===== config.mk =====
export PLATFORM = sky130hd
export DESIGN_NAME = frame_ddr_writer
export DESIGN_NICKNAME = d
export VERILOG_FILES = /design/src/rtl/frame_ddr_writer_pkg.sv /design/src/rtl/frame_ddr_writer.sv
export SDC_FILE = /design/constraint.sdc
export NUM_CORES = 1
export LEC_CHECK = 0
export ABC_AREA = 1
export CAP_MARGIN = 20
export CORE_ASPECT_RATIO = 1.4
export CORE_MARGIN = 5
export CORE_UTILIZATION = 33
export DETAILED_ROUTE_END_ITERATION = 8
export DONT_BUFFER_PORTS = 1
export GPL_TIMING_DRIVEN = 0
export SLEW_MARGIN = 20
export SYNTH_ARGS = -nofsm -noshare
export SYNTH_HDL_FRONTEND = slang
export SYNTH_SLANG_ARGS = --single-unit

===== constraint.sdc =====
create_clock -name clk -period 1.83 [get_ports clk]
set_input_delay 0.366 -clock clk [delete_from_list [all_inputs] [get_ports clk]]
set_output_delay 0.366 -clock clk [all_outputs]
set_load 0.05 [all_outputs]

===== src/rtl/frame_ddr_writer_pkg.sv =====
// Shared constants and state encoding for the frame DDR writer.
package frame_ddr_writer_pkg;

    typedef enum logic [2:0] {
        ST_IDLE = 3'd0,
        ST_ADDR = 3'd1,
        ST_DATA = 3'd2,
        ST_RESP = 3'd3,
        ST_DONE = 3'd4
    } wr_state_t;

    localparam int         BURST_BEATS      = 256;
    localparam int         BURST_BYTES      = 1024;
    localparam int         FRAME_BURSTS_DEF = 1025;
    localparam int         RDCOUNT_W        = 11;

    localparam logic [7:0] AXI_LEN          = 8'(BURST_BEATS - 1);
    localparam logic [2:0] AXI_SIZE_4B      = 3'b010;
    localparam logic [1:0] AXI_BURST_INCR   = 2'b01;
    localparam logic [1:0] RESP_OKAY        = 2'b00;

endpackage


===== src/rtl/frame_ddr_writer.sv =====
// Drains a FWFT packet FIFO into a ring of DDR frame slots as 256-beat AXI4 INCR bursts.
// Latency: AW one cycle after 256 words are available; W beats pass FIFO data combinationally.
// Backpressure: awready/wready/bvalid stall the FSM; FIFO is popped only on W handshakes.
module frame_ddr_writer
    import frame_ddr_writer_pkg::*;
#(
    parameter logic [31:0] BASE_ADDR    = 32'h8000_0000,
    parameter int          SLOT_NUM     = 4,
    parameter logic [31:0] SLOT_STRIDE  = 32'h0020_0000,
    parameter int          FRAME_BURSTS = FRAME_BURSTS_DEF
) (
    input  logic                 clk,
    input  logic                 rst_n,

    input  logic [31:0]          fifo_rddata,
    input  logic                 fifo_empty,
    input  logic [RDCOUNT_W-1:0] fifo_rdcount,
    output logic                 fifo_rden,

    output logic [31:0]          m_axi_awaddr,
    output logic [7:0]           m_axi_awlen,
    output logic [2:0]           m_axi_awsize,
    output logic [1:0]           m_axi_awburst,
    output logic                 m_axi_awvalid,
    input  logic                 m_axi_awready,

    output logic [31:0]          m_axi_wdata,
    output logic [3:0]           m_axi_wstrb,
    output logic                 m_axi_wlast,
    output logic                 m_axi_wvalid,
    input  logic                 m_axi_wready,

    input  logic [1:0]           m_axi_bresp,
    input  logic                 m_axi_bvalid,
    output logic                 m_axi_bready,

    input  logic                 frame_store,
    input  logic [1:0]           frame_type_i,

    output logic                 frame_done,
    output logic [31:0]          frame_addr,
    output logic [1:0]           frame_type_o,
    output logic                 wr_err,
    output logic                 sync_err,
    output logic                 busy
);

    localparam int BC_W = (FRAME_BURSTS > 1) ? $clog2(FRAME_BURSTS) : 1;
    localparam int SI_W = (SLOT_NUM > 1) ? $clog2(SLOT_NUM) : 1;
    localparam logic [BC_W-1:0] LAST_BURST = BC_W'(FRAME_BURSTS - 1);
    localparam logic [SI_W-1:0] LAST_SLOT  = SI_W'(SLOT_NUM - 1);
    localparam logic [7:0]      LAST_BEAT  = 8'(BURST_BEATS - 1);

    wr_state_t       state;
    wr_state_t       state_nxt;
    logic [BC_W-1:0] burst_cnt;
    logic [7:0]      beat_cnt;
    logic [SI_W-1:0] slot_idx;
    logic            store_pending;
    logic [1:0]      type_q;
    logic [31:0]     slot_base;
    logic            w_hs;
    logic            b_hs;
    logic            last_beat;
    logic            last_burst;

    assign slot_base  = BASE_ADDR + 32'(slot_idx) * SLOT_STRIDE;
    assign last_beat  = (beat_cnt == LAST_BEAT);
    assign last_burst = (burst_cnt == LAST_BURST);
    assign w_hs       = m_axi_wvalid & m_axi_wready;
    assign b_hs       = m_axi_bvalid & m_axi_bready;

    assign m_axi_awlen   = AXI_LEN;
    assign m_axi_awsize  = AXI_SIZE_4B;
    assign m_axi_awburst = AXI_BURST_INCR;
    assign m_axi_wstrb   = 4'hF;

    // Address and data are gated to zero outside their phases so every output is quiet in reset.
    assign m_axi_awaddr = (state == ST_ADDR)
                        ? slot_base + 32'(burst_cnt) * 32'(BURST_BYTES) : '0;
    assign m_axi_wdata  = (state == ST_DATA) ? fifo_rddata : '0;
    assign m_axi_wlast  = (state == ST_DATA) && last_beat;
    assign fifo_rden    = w_hs;
    assign frame_done   = (state == ST_DONE);
    assign busy         = (state != ST_IDLE);

    always_comb begin
        state_nxt     = state;
        m_axi_awvalid = 1'b0;
        m_axi_wvalid  = 1'b0;
        m_axi_bready  = 1'b0;
        case (state)
            ST_IDLE: begin
                if (fifo_rdcount >= RDCOUNT_W'(BURST_BEATS)) state_nxt = ST_ADDR;
            end
            ST_ADDR: begin
                m_axi_awvalid = 1'b1;
                if (m_axi_awready) state_nxt = ST_DATA;
            end
            ST_DATA: begin
                m_axi_wvalid = !fifo_empty;
                if (!fifo_empty && m_axi_wready && last_beat) state_nxt = ST_RESP;
            end
            ST_RESP: begin
                m_axi_bready = 1'b1;
                if (m_axi_bvalid) state_nxt = last_burst ? ST_DONE : ST_IDLE;
            end
            ST_DONE: state_nxt = ST_IDLE;
            default: state_nxt = ST_IDLE;
        endcase
    end

    always_ff @(posedge clk or negedge rst_n) begin
        if (!rst_n) state <= ST_IDLE;
        else        state <= state_nxt;
    end

    always_ff @(posedge clk or negedge rst_n) begin
        if (!rst_n) begin
            burst_cnt     <= '0;
            beat_cnt      <= '0;
            slot_idx      <= '0;
            store_pending <= 1'b0;
            type_q        <= '0;
            frame_addr    <= '0;
            frame_type_o  <= '0;
            wr_err        <= 1'b0;
            sync_err      <= 1'b0;
        end else begin
            if (w_hs) beat_cnt <= beat_cnt + 8'd1;
            if (b_hs && !last_burst) burst_cnt <= burst_cnt + 1'b1;
            if (b_hs && (m_axi_bresp != RESP_OKAY)) wr_err <= 1'b1;
            // Report fields are captured on the final B so they are valid during the done pulse.
            if (b_hs && last_burst) begin
                frame_addr   <= slot_base;
                frame_type_o <= frame_store ? frame_type_i : type_q;
                if (!store_pending) sync_err <= 1'b1;
            end
            if (state == ST_DONE) begin
                burst_cnt <= '0;
                slot_idx  <= (slot_idx == LAST_SLOT) ? '0 : slot_idx + 1'b1;
            end
            // A store arriving in the done cycle belongs to the next frame, so it wins.
            if (frame_store) begin
                type_q        <= frame_type_i;
                store_pending <= 1'b1;
            end else if (state == ST_DONE) begin
                store_pending <= 1'b0;
            end
        end
    end

endmodule


==> impl_metrics.env, run 1 <==
export IMPL_route_final_wire_length_um=7360
export IMPL_timing_worst_setup_path_type="reg -> out"
export IMPL_detailedRoute_firstPassIterationCount=4
export IMPL_track_usage_pct=13.8
export IMPL_hold_path_end="store_pending"
export IMPL_clk_transition_reported_paths_ns=0.07
export IMPL_unrepaired_setup_endpoints_after_global_routing="true"
export IMPL_crit_slowest_cell="nor3_4"
export IMPL_timing_final_hold_violations=0
export IMPL_number_of_antenna_violations_at_the_first_check_in_global_routing=0
export IMPL_required_ns=1.46
export IMPL_hold_path_class="in -> reg"
export IMPL_seq_area_frac_synth_pct=32.3
export IMPL_layout_nets=535
export IMPL_floorplan_initialDensity_pct=34.0
export IMPL_flow_area_growth_from_synthesis_pct=44.8
export IMPL_layout_cell_share_with_drive_strength_beyond_1_pct=36.1
export IMPL_timing_fmax_ghz=0.421
export IMPL_setup_worst_path_start_class="flop"
export IMPL_wire_per_inst_um=12.8
export IMPL_slew_headroom_pct=48.7
export IMPL_worstRegToRegCells=8
export IMPL_hpwl_um=5540
export IMPL_cts_tree="yes"
export IMPL_synth_flop_cell="dfrtp_1"
export IMPL_critPathMostFrequentCell="buf_12"
export IMPL_pre_cts_ws_ns=-0.402
export IMPL_routabilityCongestion=0.825
export IMPL_num_io_pins=178
export IMPL_clk_latency_ns=0.28
export IMPL_die_area_um2=9890
export IMPL_total_neg_setup_slack_ns=-13.21
export IMPL_yosys_area_top_type_share_pct=32.3
export IMPL_first_global_vias=2220
export IMPL_synth_enable_flop_cells=0
export IMPL_run_status="complete, but fails checks"
export IMPL_cts_max_path_buffers=2
export IMPL_synth_top_area_cell="dfrtp_1"
export IMPL_num_fill_cells=780
export IMPL_synth_seq_cells=34
export IMPL_die_h_um=116
export IMPL_layout_worst_path_cycle_share_pct=130
export IMPL_critical_path_arrival_ns=2.01
export IMPL_clockRootBuffer="clkbuf_8"
export IMPL_number_of_antenna_diodes=0
export IMPL_syn_instance_count=386
export IMPL_synth_cell_types=26
export IMPL_die_width_um=85.5
export IMPL_crit_fanout=5
export IMPL_place_area_um2=3150
export IMPL_drt_drc_violations_left=0
export IMPL_numCtsBuffers=5
export IMPL_vias=2396
export IMPL_violations="setup timing"
export IMPL_yosysWarnings=0
export IMPL_avgSynthCellArea_um2=6.82
export IMPL_critical_path_reg2reg_startpoint="state[1]"
export IMPL_critical_path_max_stage_delay_ns=0.61
export IMPL_detail_route_antenna_nets=0
export IMPL_max_cap_violations=0
export IMPL_h_tree_levels=2
export IMPL_ys_async_sr_fraction_pct=100
export IMPL_end_kind="primary output"
export IMPL_globalRouteOverflowTotal=0
export IMPL_timing_hold_worst_path_depth=2
export IMPL_timing_critical_path_cells="nor3_4 > inv_4 > buf_12 > buf_12 > nor2_4"
export IMPL_holdWs_ns=0.220
export IMPL_final_critical_path_setup_slack_ns=-0.547
export IMPL_numPortBuffers=0
export IMPL_vias_per_cell=4.15
export IMPL_min_delay_start="frame_store"
export IMPL_synth_top_cells_by_count="nand2_1 (84), buf_4 (65), nor2_1 (63)"
export IMPL_timing_rr_end="state[1]"
export IMPL_skew_ns=0.0110
export IMPL_worst_pin_slew_ns=0.764
export IMPL_core_area_um2=7750
export IMPL_synth_most_common_cell="nand2_1"
export IMPL_yosys_top_cells_area="dfrtp_1 (32%), buf_4 (19%), nand2_1 (12%)"
export IMPL_total_leakage_power_nw=2.05
export IMPL_clk_sink_count=34
export IMPL_grt_first_pass_wirelength_um=11100
export IMPL_rows=38
export IMPL_peakVddDrop_uv=676
export IMPL_synth_cell_area_um2=2630
export IMPL_final_min_clock_period_ns=2.38
export IMPL_layout_cell_area_non_filler_um2=3810
export IMPL_report_final_slew_viol_count=0
export IMPL_powerDensity_nw_per_um2=1290
export IMPL_dr_first_iter_drc_count=100
export IMPL_internal_reg_to_reg_setup_slack_ns=0.03
export IMPL_grt_start_max_net_pins=35
export IMPL_setup_viol=48
[worst max path at each step]
stage	from	end	slack, ns	cells after the start
after global placement	state[0]	m_axi_awaddr[13]	-0.37	5
after CTS	state[2]	m_axi_awaddr[22]	-0.61	5
after floorplan	state[0]	m_axi_awaddr[13]	-0.18	5
final	state[1]	m_axi_awaddr[13]	-0.55	5
after global routing	state[0]	m_axi_awaddr[13]	-0.67	6
after detailed placement	state[0]	m_axi_awaddr[13]	-0.40	5
[final cells by class]
class / instances / area (um2) / share of cell area [%]
clock buffers: 7 / 86.3 / 2.27
flip-flops and latches: 34 / 855 / 22.4
repair buffers: 22 / 225 / 5.91
multi-input cells: 279 / 1660 / 43.6
inverters: 63 / 255 / 6.70
well taps: 100 / 125 / 3.28
plain buffers: 72 / 603 / 15.8
[layout by cell type, fill, tap and decap left out, drive strengths merged, types with 2 or more instances in the layout]
| master | netlist | routed |
|---|---|---|
| buf | 70 | 91 |
| clkbuf | 2 | 9 |
| conb | 2 | 64 |
| dfrtp | 34 | 34 |
| ha | 4 | 4 |
| inv | 63 | 61 |
| nand2 | 88 | 88 |
| nand3 | 17 | 17 |
| nand3b | 2 | 2 |
| nand4 | 9 | 9 |
| nor2 | 70 | 70 |
| nor3 | 4 | 4 |
| o21ai | 7 | 7 |
| o21bai | 2 | 2 |
| xnor2 | 4 | 4 |
| xor2 | 5 | 5 |
[worst max-delay path: cells and delay by family, from the launching register on]
kind	cells	cell delay, ns
buffers and inverters	3	0.35
AND/OR/NAND/NOR	2	0.91
flip-flops	1	0.47
[report_power, final]
group	internal (W)	total, W	switching, W	leakage (nW)
logic	0.000990	0.00334	0.00235	1.56
clock network	0.000299	0.000561	0.000262	0.0443
registers	0.000873	0.00104	0.000166	0.440
total	0.00216	0.00494	0.00277	2.05
[layer usage]
layer,part of all wire (%),up-vias,global-route usage [%]
met4,1.4,0,4.96
li1,-,1198,-
met5,0,-,0
met3,8.3,8,3.41
met1,38,1095,17.6
met2,52,95,22.9
[metrics by stage]
step	util, %	std cells	total power (W)
after floorplan	-	448	0.00324
after global placement	40.6	548	0.00346
after detailed placement	40.6	548	0.00350
after CTS	48.3	569	0.00489
after global routing	49.2	577	0.00519
final	49.2	577	0.00494
[state kept, by name (all words and copies together), names as in the netlist]
signal / count
beat_cnt: 8
frame_addr: 3
store_pending: 1
frame_type_o: 2
state: 3
sync_err: 1
wr_err: 1
burst_cnt: 11
slot_idx: 2
type_q: 2
[logic make-up after synthesis]
kind of cell | after synthesis | share of synthesized area, %
other | 2 | 0.285
adder cells (fa/ha/maj) | 4 | 1.90
AND/OR/NAND/NOR | 193 | 31.5
flip-flops | 34 | 32.3
buffers and inverters | 135 | 29.1
AO/OA/AOI/OAI | 9 | 1.90
XOR/XNOR | 9 | 2.99
[repair_timing]
action	CTS	global route
gates resized for setup	87	9
hold buffers	2	0
hold endpoints to repair	34	0
setup buffers	11	9
setup endpoints to repair	50	67
pin swaps	13	18
gates cloned	1	0
Power figures use the tool's default switching activity.
==> run 2, diff against run 1 <==
==> constraint.sdc (replaced) <==
create_clock -name clk -period 1.83 [get_ports clk]
set_input_delay 0.2745 -clock clk [delete_from_list [all_inputs] [get_ports clk]]
set_output_delay 0.2745 -clock clk [all_outputs]
set_load 0.1 [all_outputs]
==> run 2 against run 1 <==
Net effect: the flow still finishes with violations (setup timing); register-to-register slack worse by 0.17 ns; utilization is 0.47 points higher; critical path type unchanged; die area stayed put; largest power group unchanged.
==> impl_metrics.env, run 2 (synthesis results as in run 1) <==
export IMPL_first_global_vias=2241
export IMPL_route_final_wire_length_um=7920
export IMPL_cts_max_path_buffers=2
export IMPL_wire_per_inst_um=13.7
export IMPL_required_ns=1.56
export IMPL_layout_cell_area_non_filler_um2=3850
export IMPL_vias_per_cell=4.17
export IMPL_peakVddDrop_uv=802
export IMPL_core_area_um2=7750
export IMPL_cp_buffers_inverters=1
export IMPL_final_min_clock_period_ns=2.03
export IMPL_die_area_um2=9890
export IMPL_globalRouteOverflowTotal=0
export IMPL_layout_worst_path_cycle_share_pct=111
export IMPL_dr_first_iter_drc_count=60
export IMPL_flow_area_growth_from_synthesis_pct=46.2
export IMPL_timing_final_hold_violations=0
export IMPL_top_register="burst_cnt"
export IMPL_grt_first_pass_wirelength_um=11600
export IMPL_critical_path_max_stage_delay_ns=0.55
export IMPL_clk_sink_count=34
export IMPL_number_of_antenna_violations_at_the_first_check_in_global_routing=0
export IMPL_place_area_um2=3280
export IMPL_largest_reg_flops=11
export IMPL_slew_headroom_pct=39.3
export IMPL_critPathMostFrequentCell="nor2_4"
export IMPL_hpwl_um=6150
export IMPL_mostFrequentLayoutCell="nand2_1"
export IMPL_floorplan_initialDensity_pct=34.0
export IMPL_total_leakage_power_nw=2.06
export IMPL_clk_transition_reported_paths_ns=0.07
export IMPL_worst_pin_slew_ns=0.911
export IMPL_setup_viol=64
export IMPL_holdWs_ns=0.137
export IMPL_num_fill_cells=757
export IMPL_max_cap_violations=0
export IMPL_die_width_um=85.5
export IMPL_timing_critical_path_cells="nor2_4 > nand2_4 > buf_12 > nor2_4"
export IMPL_end_kind="primary output"
export IMPL_timing_fmax_ghz=0.492
export IMPL_crit_slowest_cell="nor2_4"
export IMPL_numPortBuffers=0
export IMPL_layout_nets=535
export IMPL_final_critical_path_setup_slack_ns=-0.201
export IMPL_routabilityCongestion=0.826
export IMPL_cell_class_contributing_the_biggest_share_of_worst_path_delay="simple AND/OR/NAND/NOR gates"
export IMPL_track_usage_pct=15.1
export IMPL_numCtsBuffers=5
export IMPL_clockRootBuffer="clkbuf_8"
export IMPL_h_tree_levels=2
export IMPL_setup_worst_path_start_class="flop"
export IMPL_hold_path_class="in -> reg"
export IMPL_unrepaired_setup_endpoints_after_global_routing="true"
export IMPL_clk_latency_ns=0.28
export IMPL_critical_path_arrival_ns=1.76
export IMPL_rows=38
export IMPL_run_status="complete, but fails checks"
export IMPL_powerDensity_nw_per_um2=1660
export IMPL_die_h_um=116
export IMPL_mostFrequentLayoutCells="nand2_1 (81), buf_4 (76), conb_1 (64)"
export IMPL_number_of_antenna_diodes=0
export IMPL_skew_ns=0.00888
export IMPL_crit_fanout=10
export IMPL_violations="setup timing"
export IMPL_num_io_pins=178
export IMPL_layout_top_registers="burst_cnt: 11 flops, beat_cnt: 8 flops"
export IMPL_final_core_util_pct=49.6
export IMPL_detailedRoute_firstPassIterationCount=4
export IMPL_detail_route_antenna_nets=0
export IMPL_grt_start_max_net_pins=35
export IMPL_cts_tree="yes"
export IMPL_report_final_slew_viol_count=0
export IMPL_timing_worst_setup_path_type="reg -> out"
export IMPL_drt_drc_violations_left=0
export IMPL_layout_cell_share_with_drive_strength_beyond_1_pct=36.0
export IMPL_vias=2409
export IMPL_pre_cts_ws_ns=-0.700
[run 2: worst paths after layout]
kind / start / to / slack, ns / cells past startpoint
setup / recovery: state[2] / m_axi_wdata[27] / -0.20 / 4
hold / removal: frame_store / store_pending / 0.14 / 2
setup reg to reg: state[2] / burst_cnt[10] / -0.14 / 8
hold reg to reg: store_pending / sync_err / 0.45 / 1
max in group asynchronous: rst_n / state[1] / 1.18 / 2
min in group asynchronous: rst_n / burst_cnt[1] / 0.46 / 2
[run 2: layer usage]
metal	vias up	share of wire [%]	global-route usage, %	wire (um)
met5	-	0	0	0
met4	0	1.7	5.39	131
met3	13	12	4.41	923
met2	152	49	26.1	3860
met1	1044	38	17.7	3010
li1	1200	-	-	-
[run 2: area by class of cell]
class / instances / area, um2 / share of cell area (%)
multi-input cells: 279 / 1660 / 43.1
flip-flops and latches: 34 / 855 / 22.2
plain buffers: 72 / 607 / 15.8
inverters: 63 / 255 / 6.63
repair buffers: 22 / 230 / 5.98
well taps: 100 / 125 / 3.25
clock buffers: 7 / 86.3 / 2.24
clock inverters: 1 / 30.0 / 0.780
[run 2: power by group]
group          internal, W  leakage (nW)  switching (W)  total, W
Sequential        0.000872         0.440       0.000194   0.00107
Clock             0.000444        0.0585       0.000271  0.000715
Combinational     0.000971          1.56        0.00365   0.00462
Total              0.00229          2.06        0.00411   0.00640
[run 2: what timing repair did]
action	4_1_cts	5_1_grt
buffers inserted	10	6
gates cloned	2	0
gates resized for setup	65	17
pin swaps	13	15
setup endpoints to repair	72	73
hold endpoints to repair	34	0
hold buffers	2	0
[run 2: metrics by stage]
step,setup TNS (ns),power (W),cells
after global placement,-38.38,0.00482,548
final,-8.48,0.00640,578
after global routing,-12.91,0.00666,578
after detailed placement,-18.07,0.00503,551
after CTS,-9.55,0.00625,573
after floorplan,-27.53,0.00454,448
